File: config.mk
export PLATFORM = sky130hd
export DESIGN_NAME = loss_pair_feeder
export DESIGN_NICKNAME = d
export VERILOG_FILES = /design/src/rtl/loss_pair_feeder_pkg.sv /design/src/rtl/loss_pair_feeder_fifo.sv /design/src/rtl/loss_pair_feeder.sv
export SDC_FILE = /design/constraint.sdc
export NUM_CORES = 1
export LEC_CHECK = 0
export CORE_ASPECT_RATIO = 1.25
export CORE_MARGIN = 1.5
export CORE_UTILIZATION = 44
export DETAILED_ROUTE_END_ITERATION = 10
export SLEW_MARGIN = 20
export SYNTH_ARGS = -nofsm -noshare
export SYNTH_HDL_FRONTEND = slang
export SYNTH_SLANG_ARGS = --single-unit
File: constraint.sdc
create_clock -name clk -period 4.4 [get_ports clk]
set_input_delay 0.88 -clock clk [delete_from_list [all_inputs] [get_ports clk]]
set_output_delay 0.88 -clock clk [all_outputs]
set_load 0.01 [all_outputs]
File: src/rtl/loss_pair_feeder_pkg.sv
// Shared definitions for the loss pair feeder: data width and controller states.
package loss_pair_feeder_pkg;

    localparam int DATA_W = 16;

    typedef enum logic [1:0] {
        IDLE = 2'd0,
        RUN  = 2'd1,
        DONE = 2'd2
    } state_t;

endpackage

File: src/rtl/loss_pair_feeder_fifo.sv
// Registered synchronous FIFO (no fall-through) with full/empty flags and an
// overflow strobe for pushes attempted while full.
module loss_pair_fifo #(
    parameter int DEPTH  = 8,
    parameter int DATA_W = 16
) (
    input  logic              clk,
    input  logic              rst,
    input  logic [DATA_W-1:0] wr_data,
    input  logic              push_valid,
    input  logic              pop,
    output logic [DATA_W-1:0] head,
    output logic              full,
    output logic              empty,
    output logic              overflow
);

    localparam int PTR_W = $clog2(DEPTH);
    localparam logic [PTR_W:0] FULL_CNT = (PTR_W + 1)'(DEPTH);

    logic [DATA_W-1:0] mem [DEPTH];
    logic [PTR_W-1:0]  wr_ptr;
    logic [PTR_W-1:0]  rd_ptr;
    logic [PTR_W:0]    count;
    logic              push;
    logic              pop_ok;

    // Full is taken from occupancy alone, so a same-cycle pop never frees a slot.
    assign full     = (count == FULL_CNT);
    assign empty    = (count == '0);
    assign push     = push_valid & ~full;
    assign pop_ok   = pop & ~empty;
    assign overflow = push_valid & full;
    assign head     = mem[rd_ptr];

    always_ff @(posedge clk) begin
        if (push) begin
            mem[wr_ptr] <= wr_data;
        end
    end

    always_ff @(posedge clk) begin
        if (rst) begin
            wr_ptr <= '0;
            rd_ptr <= '0;
            count  <= '0;
        end else begin
            if (push) begin
                wr_ptr <= wr_ptr + PTR_W'(1);
            end
            if (pop_ok) begin
                rd_ptr <= rd_ptr + PTR_W'(1);
            end
            case ({push, pop_ok})
                2'b10:   count <= count + (PTR_W + 1)'(1);
                2'b01:   count <= count - (PTR_W + 1)'(1);
                default: count <= count;
            endcase
        end
    end

endmodule

File: src/rtl/loss_pair_feeder.sv
// Joins prediction (H) and target (Y) streams into aligned pairs, issuing one
// batch per start command and pulsing done alongside the final pair.
module loss_pair_feeder
    import loss_pair_feeder_pkg::*;
#(
    parameter int DEPTH = 8,
    parameter int CNT_W = 8
) (
    input  logic             clk,
    input  logic             rst,
    input  logic [15:0]      h_data_in,
    input  logic             h_valid_in,
    output logic             h_ready_out,
    input  logic [15:0]      y_data_in,
    input  logic             y_valid_in,
    output logic             y_ready_out,
    input  logic             cfg_load_in,
    input  logic [CNT_W-1:0] cfg_batch_size_in,
    input  logic [15:0]      cfg_inv_in,
    input  logic             start_in,
    output logic [15:0]      H_out,
    output logic [15:0]      Y_out,
    output logic [15:0]      inv_batch_size_times_two_out,
    output logic             valid_out,
    output logic             busy_out,
    output logic             done_out,
    output logic             overflow_err_out
);

    state_t            state;
    logic [CNT_W-1:0]  cnt;
    logic [CNT_W-1:0]  batch_size;
    logic [15:0]       inv;

    logic [DATA_W-1:0] h_head;
    logic [DATA_W-1:0] y_head;
    logic              h_full, h_empty, h_ovf;
    logic              y_full, y_empty, y_ovf;
    logic              pop;
    logic              last_pop;
    logic [CNT_W-1:0]  start_size;

    loss_pair_fifo #(.DEPTH(DEPTH), .DATA_W(DATA_W)) u_h_fifo (
        .clk        (clk),
        .rst        (rst),
        .wr_data    (h_data_in),
        .push_valid (h_valid_in),
        .pop        (pop),
        .head       (h_head),
        .full       (h_full),
        .empty      (h_empty),
        .overflow   (h_ovf)
    );

    loss_pair_fifo #(.DEPTH(DEPTH), .DATA_W(DATA_W)) u_y_fifo (
        .clk        (clk),
        .rst        (rst),
        .wr_data    (y_data_in),
        .push_valid (y_valid_in),
        .pop        (pop),
        .head       (y_head),
        .full       (y_full),
        .empty      (y_empty),
        .overflow   (y_ovf)
    );

    assign pop        = (state == RUN) && !h_empty && !y_empty && (cnt < batch_size);
    assign last_pop   = pop && (cnt == batch_size - CNT_W'(1));
    // A load coinciding with start governs that start's batch size.
    assign start_size = cfg_load_in ? cfg_batch_size_in : batch_size;

    assign h_ready_out                  = ~h_full;
    assign y_ready_out                  = ~y_full;
    assign busy_out                     = (state != IDLE);
    assign done_out                     = (state == DONE);
    assign inv_batch_size_times_two_out = inv;

    always_ff @(posedge clk) begin
        if (rst) begin
            state            <= IDLE;
            cnt              <= '0;
            batch_size       <= '0;
            inv              <= '0;
            H_out            <= '0;
            Y_out            <= '0;
            valid_out        <= 1'b0;
            overflow_err_out <= 1'b0;
        end else begin
            valid_out <= pop;
            if (pop) begin
                H_out <= h_head;
                Y_out <= y_head;
            end
            if (h_ovf || y_ovf) begin
                overflow_err_out <= 1'b1;
            end

            case (state)
                IDLE: begin
                    if (cfg_load_in) begin
                        batch_size <= cfg_batch_size_in;
                        inv        <= cfg_inv_in;
                    end
                    if (start_in && (start_size != '0)) begin
                        state <= RUN;
                        cnt   <= '0;
                    end
                end
                RUN: begin
                    if (pop) begin
                        cnt <= cnt + CNT_W'(1);
                        if (last_pop) begin
                            state <= DONE;
                        end
                    end
                end
                DONE: begin
                    state <= IDLE;
                    cnt   <= '0;
                end
                default: state <= IDLE;
            endcase
        end
    end

endmodule

==> results.sh, run 1 <==
export IMPL_cts_setup_buffers=0
export IMPL_cp_data_required_time_ns=4.84
export IMPL_drive_above_1_share=0.153
export IMPL_met1Wirelength_um=11600
export IMPL_ios=116
export IMPL_total_power_mw=7.44
export IMPL_path_buf_inv=2
export IMPL_grtUsageTotal=0.177
export IMPL_vias=7501
export IMPL_cts_root_buf="clkbuf_16"
export IMPL_route_met3_wl_um=1420
export IMPL_min_delay_path_depth=2
export IMPL_synth_edf_count=256
export IMPL_avgSynthCellArea_um2=15.8
export IMPL_postRouteAntennaNets=0
export IMPL_cts_tree="done"
export IMPL_max_cap_viol_count=0
export IMPL_crit_top_cell="ha_1"
export IMPL_synth_cell_types=48
export IMPL_final_common_cell="edfxtp_1"
export IMPL_worst_slew_pin_slew_ns=0.992
export IMPL_wl_um=27700
export IMPL_endpoint_kind="flip-flop"
export IMPL_path_cells="inv_1, ha_1, a21o_1, a221oi_1, and3_1, nand2_4, inv_1, ha_1, ha_1, a21o_1, a21oi_1, xnor2_1, or3_1, a21oi_1"
export IMPL_h_tree_depth=2
export IMPL_final_cell_mix="256 x edfxtp_1, 114 x clkdlybuf4s50_1, 86 x dfxtp_1"
export IMPL_pre_cts_ws_ns=1.18
export IMPL_max_freq_ghz=0.315
export IMPL_nFillCells=2463
export IMPL_post_cts_resized=0
export IMPL_setup_tns_ns=0
export IMPL_path_depth=14
export IMPL_grt_max_degree=73
export IMPL_setup_viol=0
export IMPL_hpwl_um=16400
export IMPL_ys_seq_elements=344
export IMPL_cts_hold_buf=0
export IMPL_drtIter0Drc=433
export IMPL_design_die_area_um2=32100
export IMPL_slew_headroom=0.338
export IMPL_criticalPathCategory="flip-flop to flip-flop"
export IMPL_grt_pass1_wl_um=43100
export IMPL_clockBufferDepth=3
export IMPL_grt_overflow=0
export IMPL_vias_per_cell=5.26
export IMPL_clkSlewWorstSetupHoldPaths_ns=0.06
export IMPL_ys_flop_type="edfxtp_1"
export IMPL_crit_family="compound AO/OA/AOI/OAI gates"
export IMPL_power_leakage_nw=5.38
export IMPL_syn_num_nets=953
export IMPL_final_net_count=1088
export IMPL_highest_layer="met4"
export IMPL_area_delta_synth_final_pct=20.9
export IMPL_async_reset_ff_frac=0
export IMPL_critPathMaxStageDelay_ns=0.41
export IMPL_io_buffers=115
export IMPL_yosysWarningCount=0
export IMPL_drt_first_pass_iters=5
export IMPL_fin_skew_ns=0.0150
export IMPL_hp_start="inv_batch_size_times_two_out[0]"
export IMPL_postLayoutSetupSlackWorst_ns=1.22
export IMPL_r2r_start="batch_size[6]"
export IMPL_diodes=0
export IMPL_max_vdd_ir_drop_mv=0.315
export IMPL_p_per_area_nw_per_um2=451
export IMPL_grt_pass1_vias=7669
export IMPL_clk_insertion_delay_late_ns=0.51
export IMPL_initial_core_util=0.451
export IMPL_reg2regPathDepth=14
export IMPL_die_w_um=161
export IMPL_cts_buffers_inserted=36
export IMPL_arrival_ns=3.61
export IMPL_fin_crit_ns=3.18
export IMPL_antenna_found_initial=0
export IMPL_finalHoldViolations=0
export IMPL_crit_start="batch_size[6]"
export IMPL_dr_wl_met2_um=14200
export IMPL_start_kind="flip-flop"
export IMPL_hp_class="flip-flop to flip-flop"
export IMPL_place_gp_congestion=0.772
export IMPL_fp_row_count=71
export IMPL_crit_fanout=8
export IMPL_syn_instance_count=865
export IMPL_die_h_um=200
export IMPL_rsz0062_at_grt="false"
export IMPL_final_max_slew_viol_count=0
export IMPL_routedWlPerCell_um=19.4
export IMPL_synth_area_um2=13700
export IMPL_core_area_um2=30300
export IMPL_yosysSeqAreaShare=0.692
export IMPL_status="completed"
export IMPL_slowest_stage="dfxtp_1"
export IMPL_clkSinkCount=344
export IMPL_drc=0
export IMPL_fin_crit_sh=0.722
final timing paths:
| check | to | slack [ns] |
|---|---|---|
| min | inv_batch_size_times_two_out[0] | 0.46 |
| min reg2reg | inv_batch_size_times_two_out[0] | 0.46 |
| max | u_y_fifo.count[3] | 1.22 |
| max reg2reg | u_y_fifo.count[3] | 1.22 |
where the power goes:
group	switching (mW)	total, mW	internal (mW)
sequential	0.0933	3.71	3.62
combinational	0.434	0.802	0.368
clock	1.16	2.93	1.77
registers in the layout, indices dropped and copies added (netlist names), 4 cells and up:
register / cells
u_h_fifo.mem: 128
u_y_fifo.mem: 128
H_out: 16
Y_out: 16
inv_batch_size_times_two_out: 16
batch_size: 8
cnt: 8
u_h_fifo.count: 4
u_y_fifo.count: 4
per-stage QoR:
stage / std cells / utilization / hold slack [ns] / area (um^2)
after floorplan: 865 / - / 0.472 / 13700
final: 1427 / 0.545 / 0.455 / 16500
after CTS: 1427 / 0.545 / 0.454 / 16500
after global placement: 1363 / 0.507 / 0.442 / 15400
after detailed placement: 1363 / 0.507 / 0.447 / 15400
after global routing: 1427 / 0.545 / 0.473 / 16500
layer usage:
| metal | global-route usage | up-vias |
|---|---|---|
| li1 | - | 3569 |
| met1 | 0.220 | 3753 |
| met2 | 0.318 | 147 |
| met3 | 0.0357 | 32 |
| met4 | 0.0460 | 0 |
| met5 | 0 | - |
worst register-to-register path, stage by stage (launching register included):
cell and delay [ns]:
dfxtp_1 0.41, inv_1 0.07, ha_1 0.30, a21o_1 0.19
a221oi_1 0.33, and3_1 0.30, nand2_4 0.13, inv_1 0.08
ha_1 0.20, ha_1 0.25, a21o_1 0.18, a21oi_1 0.16
xnor2_1 0.09, or3_1 0.30, a21oi_1 0.13
synthesized netlist by cell type, types with 2 or more instances:
master,instances,area [um^2]
inv_1,23,86.3
nand3_1,18,90.1
buf_1,5,18.8
dfxtp_1,88,1760
nor2_1,63,236
nand2b_1,9,56.3
xor2_1,12,105
xnor2_1,12,105
nor4_1,5,31.3
buf_2,12,60.1
nand4_1,6,37.5
clkbuf_1,24,90.1
ha_1,24,300
and3_1,2,12.5
and2_1,3,18.8
nand2_1,76,285
mux2i_1,37,370
a21o_1,5,37.5
edfxtp_1,256,7690
a21oi_1,40,200
fa_1,2,40.0
nor3b_1,2,15.0
or3_1,3,18.8
nor2b_1,3,18.8
a211oi_1,32,240
o21ai_0,3,15.0
a31oi_1,6,37.5
nor3_1,11,55.1
mux4_2,64,1440
cells by family after synthesis:
family	synth area share
adder cells (fa/ha/maj)	0.0249
buffers and inverters	0.0202
XOR/XNOR	0.0154
AND/OR/NAND/NOR	0.0704
flip-flops	0.692
AO/OA/AOI/OAI	0.0448
multiplexers	0.133
cell type report:
class | count | area [um^2] | share of cell area
Tap cell | 401 | 502 | 0.0304
Inverter | 24 | 95.1 | 0.00576
Clock buffer | 50 | 1000 | 0.0608
Timing Repair Buffer | 139 | 1330 | 0.0805
Multi-Input combinational cell | 455 | 4000 | 0.242
Sequential cell | 344 | 9450 | 0.572
Clock inverter | 14 | 136 | 0.00826
Power figures use the tool's default switching activity.
==> run 2, diff against run 1 <==
- clock period: 4.4 -> 3.3 ns (I/O delays scaled with it)
==> results.sh, run 2 (same netlist as run 1, synthesis figures left out) <==
export IMPL_register_area_um2=9450
export IMPL_p_clk_frac=0.391
export IMPL_grtUsageTotal=0.176
export IMPL_slew_headroom=0.438
export IMPL_fp_row_count=71
export IMPL_power_frac_comb=0.112
export IMPL_endpoint_kind="flip-flop"
export IMPL_cts_hold_buf=0
export IMPL_postLayoutSetupSlackWorst_ns=0.245
export IMPL_clk_insertion_delay_late_ns=0.51
export IMPL_io_buffers=115
export IMPL_core_area_um2=30300
export IMPL_fin_crit_sh=0.926
export IMPL_final_instance_count_excl_fill=1437
export IMPL_drt_first_pass_iters=5
export IMPL_setup_viol=0
export IMPL_initial_core_util=0.451
export IMPL_vias_per_cell=5.26
export IMPL_final_common_cell="edfxtp_1"
export IMPL_drc=0
export IMPL_cts_setup_buffers=0
export IMPL_switchingPower_mw=2.29
export IMPL_drive_above_1_share=0.163
export IMPL_final_max_slew_viol_count=0
export IMPL_grt_overflow=0
export IMPL_worst_slew_pin_slew_ns=0.843
export IMPL_start_kind="flip-flop"
export IMPL_pre_cts_ws_ns=0.223
export IMPL_nFillCells=2466
export IMPL_fin_skew_ns=0.0125
export IMPL_criticalPathCategory="flip-flop to flip-flop"
export IMPL_crit_start="cnt[6]"
export IMPL_clockBufferDepth=3
export IMPL_grt_pass1_vias=7719
export IMPL_power_leakage_nw=5.43
export IMPL_hp_start="inv_batch_size_times_two_out[13]"
export IMPL_clkSinkCount=344
export IMPL_hp_class="flip-flop to flip-flop"
export IMPL_antenna_found_initial=0
export IMPL_finalHoldViolations=0
export IMPL_reg2reg_slack_ns=0.25
export IMPL_wl_um=27700
export IMPL_vias=7561
export IMPL_clkSlewWorstSetupHoldPaths_ns=0.06
export IMPL_postPlaceCellArea_um2=15500
export IMPL_place_gp_congestion=0.776
export IMPL_design_die_area_um2=32100
export IMPL_r2r_start="cnt[6]"
export IMPL_fin_crit_ns=3.05
export IMPL_total_power_mw=9.93
export IMPL_status="completed"
export IMPL_rsz0062_at_grt="false"
export IMPL_routedWlPerCell_um=19.3
export IMPL_grt_max_degree=73
export IMPL_cts_root_buf="clkbuf_16"
export IMPL_die_h_um=200
export IMPL_max_cap_viol_count=0
export IMPL_hpwl_um=16900
export IMPL_area_delta_synth_final_pct=21.6
export IMPL_grt_pass1_wl_um=43100
export IMPL_cts_buffers_inserted=35
export IMPL_final_cell_mix="256 x edfxtp_1, 114 x clkdlybuf4s50_1, 86 x dfxtp_1"
export IMPL_cp_data_required_time_ns=3.74
export IMPL_post_route_util=0.548
export IMPL_h_tree_depth=2
export IMPL_post_cts_resized=0
export IMPL_cts_tree="done"
export IMPL_top_regs="u_h_fifo.mem (128), u_y_fifo.mem (128)"
export IMPL_drtIter0Drc=447
export IMPL_max_freq_ghz=0.327
export IMPL_final_net_count=1097
export IMPL_diodes=0
export IMPL_die_w_um=161
export IMPL_postRouteAntennaNets=0
export IMPL_crit_fanout=8
export IMPL_dp_cells=1373
export IMPL_timing_hold_ws_ns=0.453
export IMPL_p_per_area_nw_per_um2=598
export IMPL_multi_input_area_um2=3990
export IMPL_max_vdd_ir_drop_mv=0.435
export IMPL_power_internal_mw=7.64
export IMPL_ios=116
export IMPL_power_frac_seq=0.497
export IMPL_setup_tns_ns=0
export IMPL_finish_instance_area_um2=16600
export IMPL_arrival_ns=3.49
export IMPL_switching_share=0.231
==> run 2: power groups by stage <==
stage          Sequential, mW  Combinational, mW  Clock (mW)
2_1_floorplan            5.02              0.662           0
3_3_place_gp             5.03               1.11           0
3_5_place_dp             5.03               1.12           0
4_1_cts                  4.94               1.13        3.98
5_1_grt                  4.96               1.23        4.15
6_report                 4.94               1.11        3.88
==> run 2: layer usage <==
metal | GRT usage | vias up | part of all wire
li1 | - | 3604 | -
met1 | 0.223 | 3793 | 0.43
met2 | 0.314 | 132 | 0.51
met3 | 0.0302 | 32 | 0.039
met4 | 0.0485 | 0 | 0.017
met5 | 0 | - | 0
==> run 2: layout make-up <==
| type | count | share of cell area |
|---|---|---|
| sequential | 344 | 0.569 |
| multi-input combinational | 455 | 0.240 |
| timing repair buffer | 149 | 0.0860 |
| clock buffer | 53 | 0.0612 |
| tap | 401 | 0.0302 |
| clock inverter | 11 | 0.00738 |
| inverter | 24 | 0.00573 |
==> run 2: worst paths after layout <==
path | depth (start not counted) | end
max | 13 | u_y_fifo.count[3]
min | 2 | inv_batch_size_times_two_out[13]
max reg2reg | 13 | u_y_fifo.count[3]
min reg2reg | 2 | inv_batch_size_times_two_out[13]
==> run 2: worst max-delay path: stages, from the launching register on <==
cell and delay [ns]:
dfxtp_1 0.41, ha_1 0.29, a21o_1 0.18, a221oi_1 0.33, and3_2 0.29, nand2_4 0.11
inv_1 0.08, ha_1 0.19, ha_1 0.24, a21o_1 0.17, a21oi_1 0.16, xnor2_1 0.09
or3_1 0.30, a21oi_1 0.13
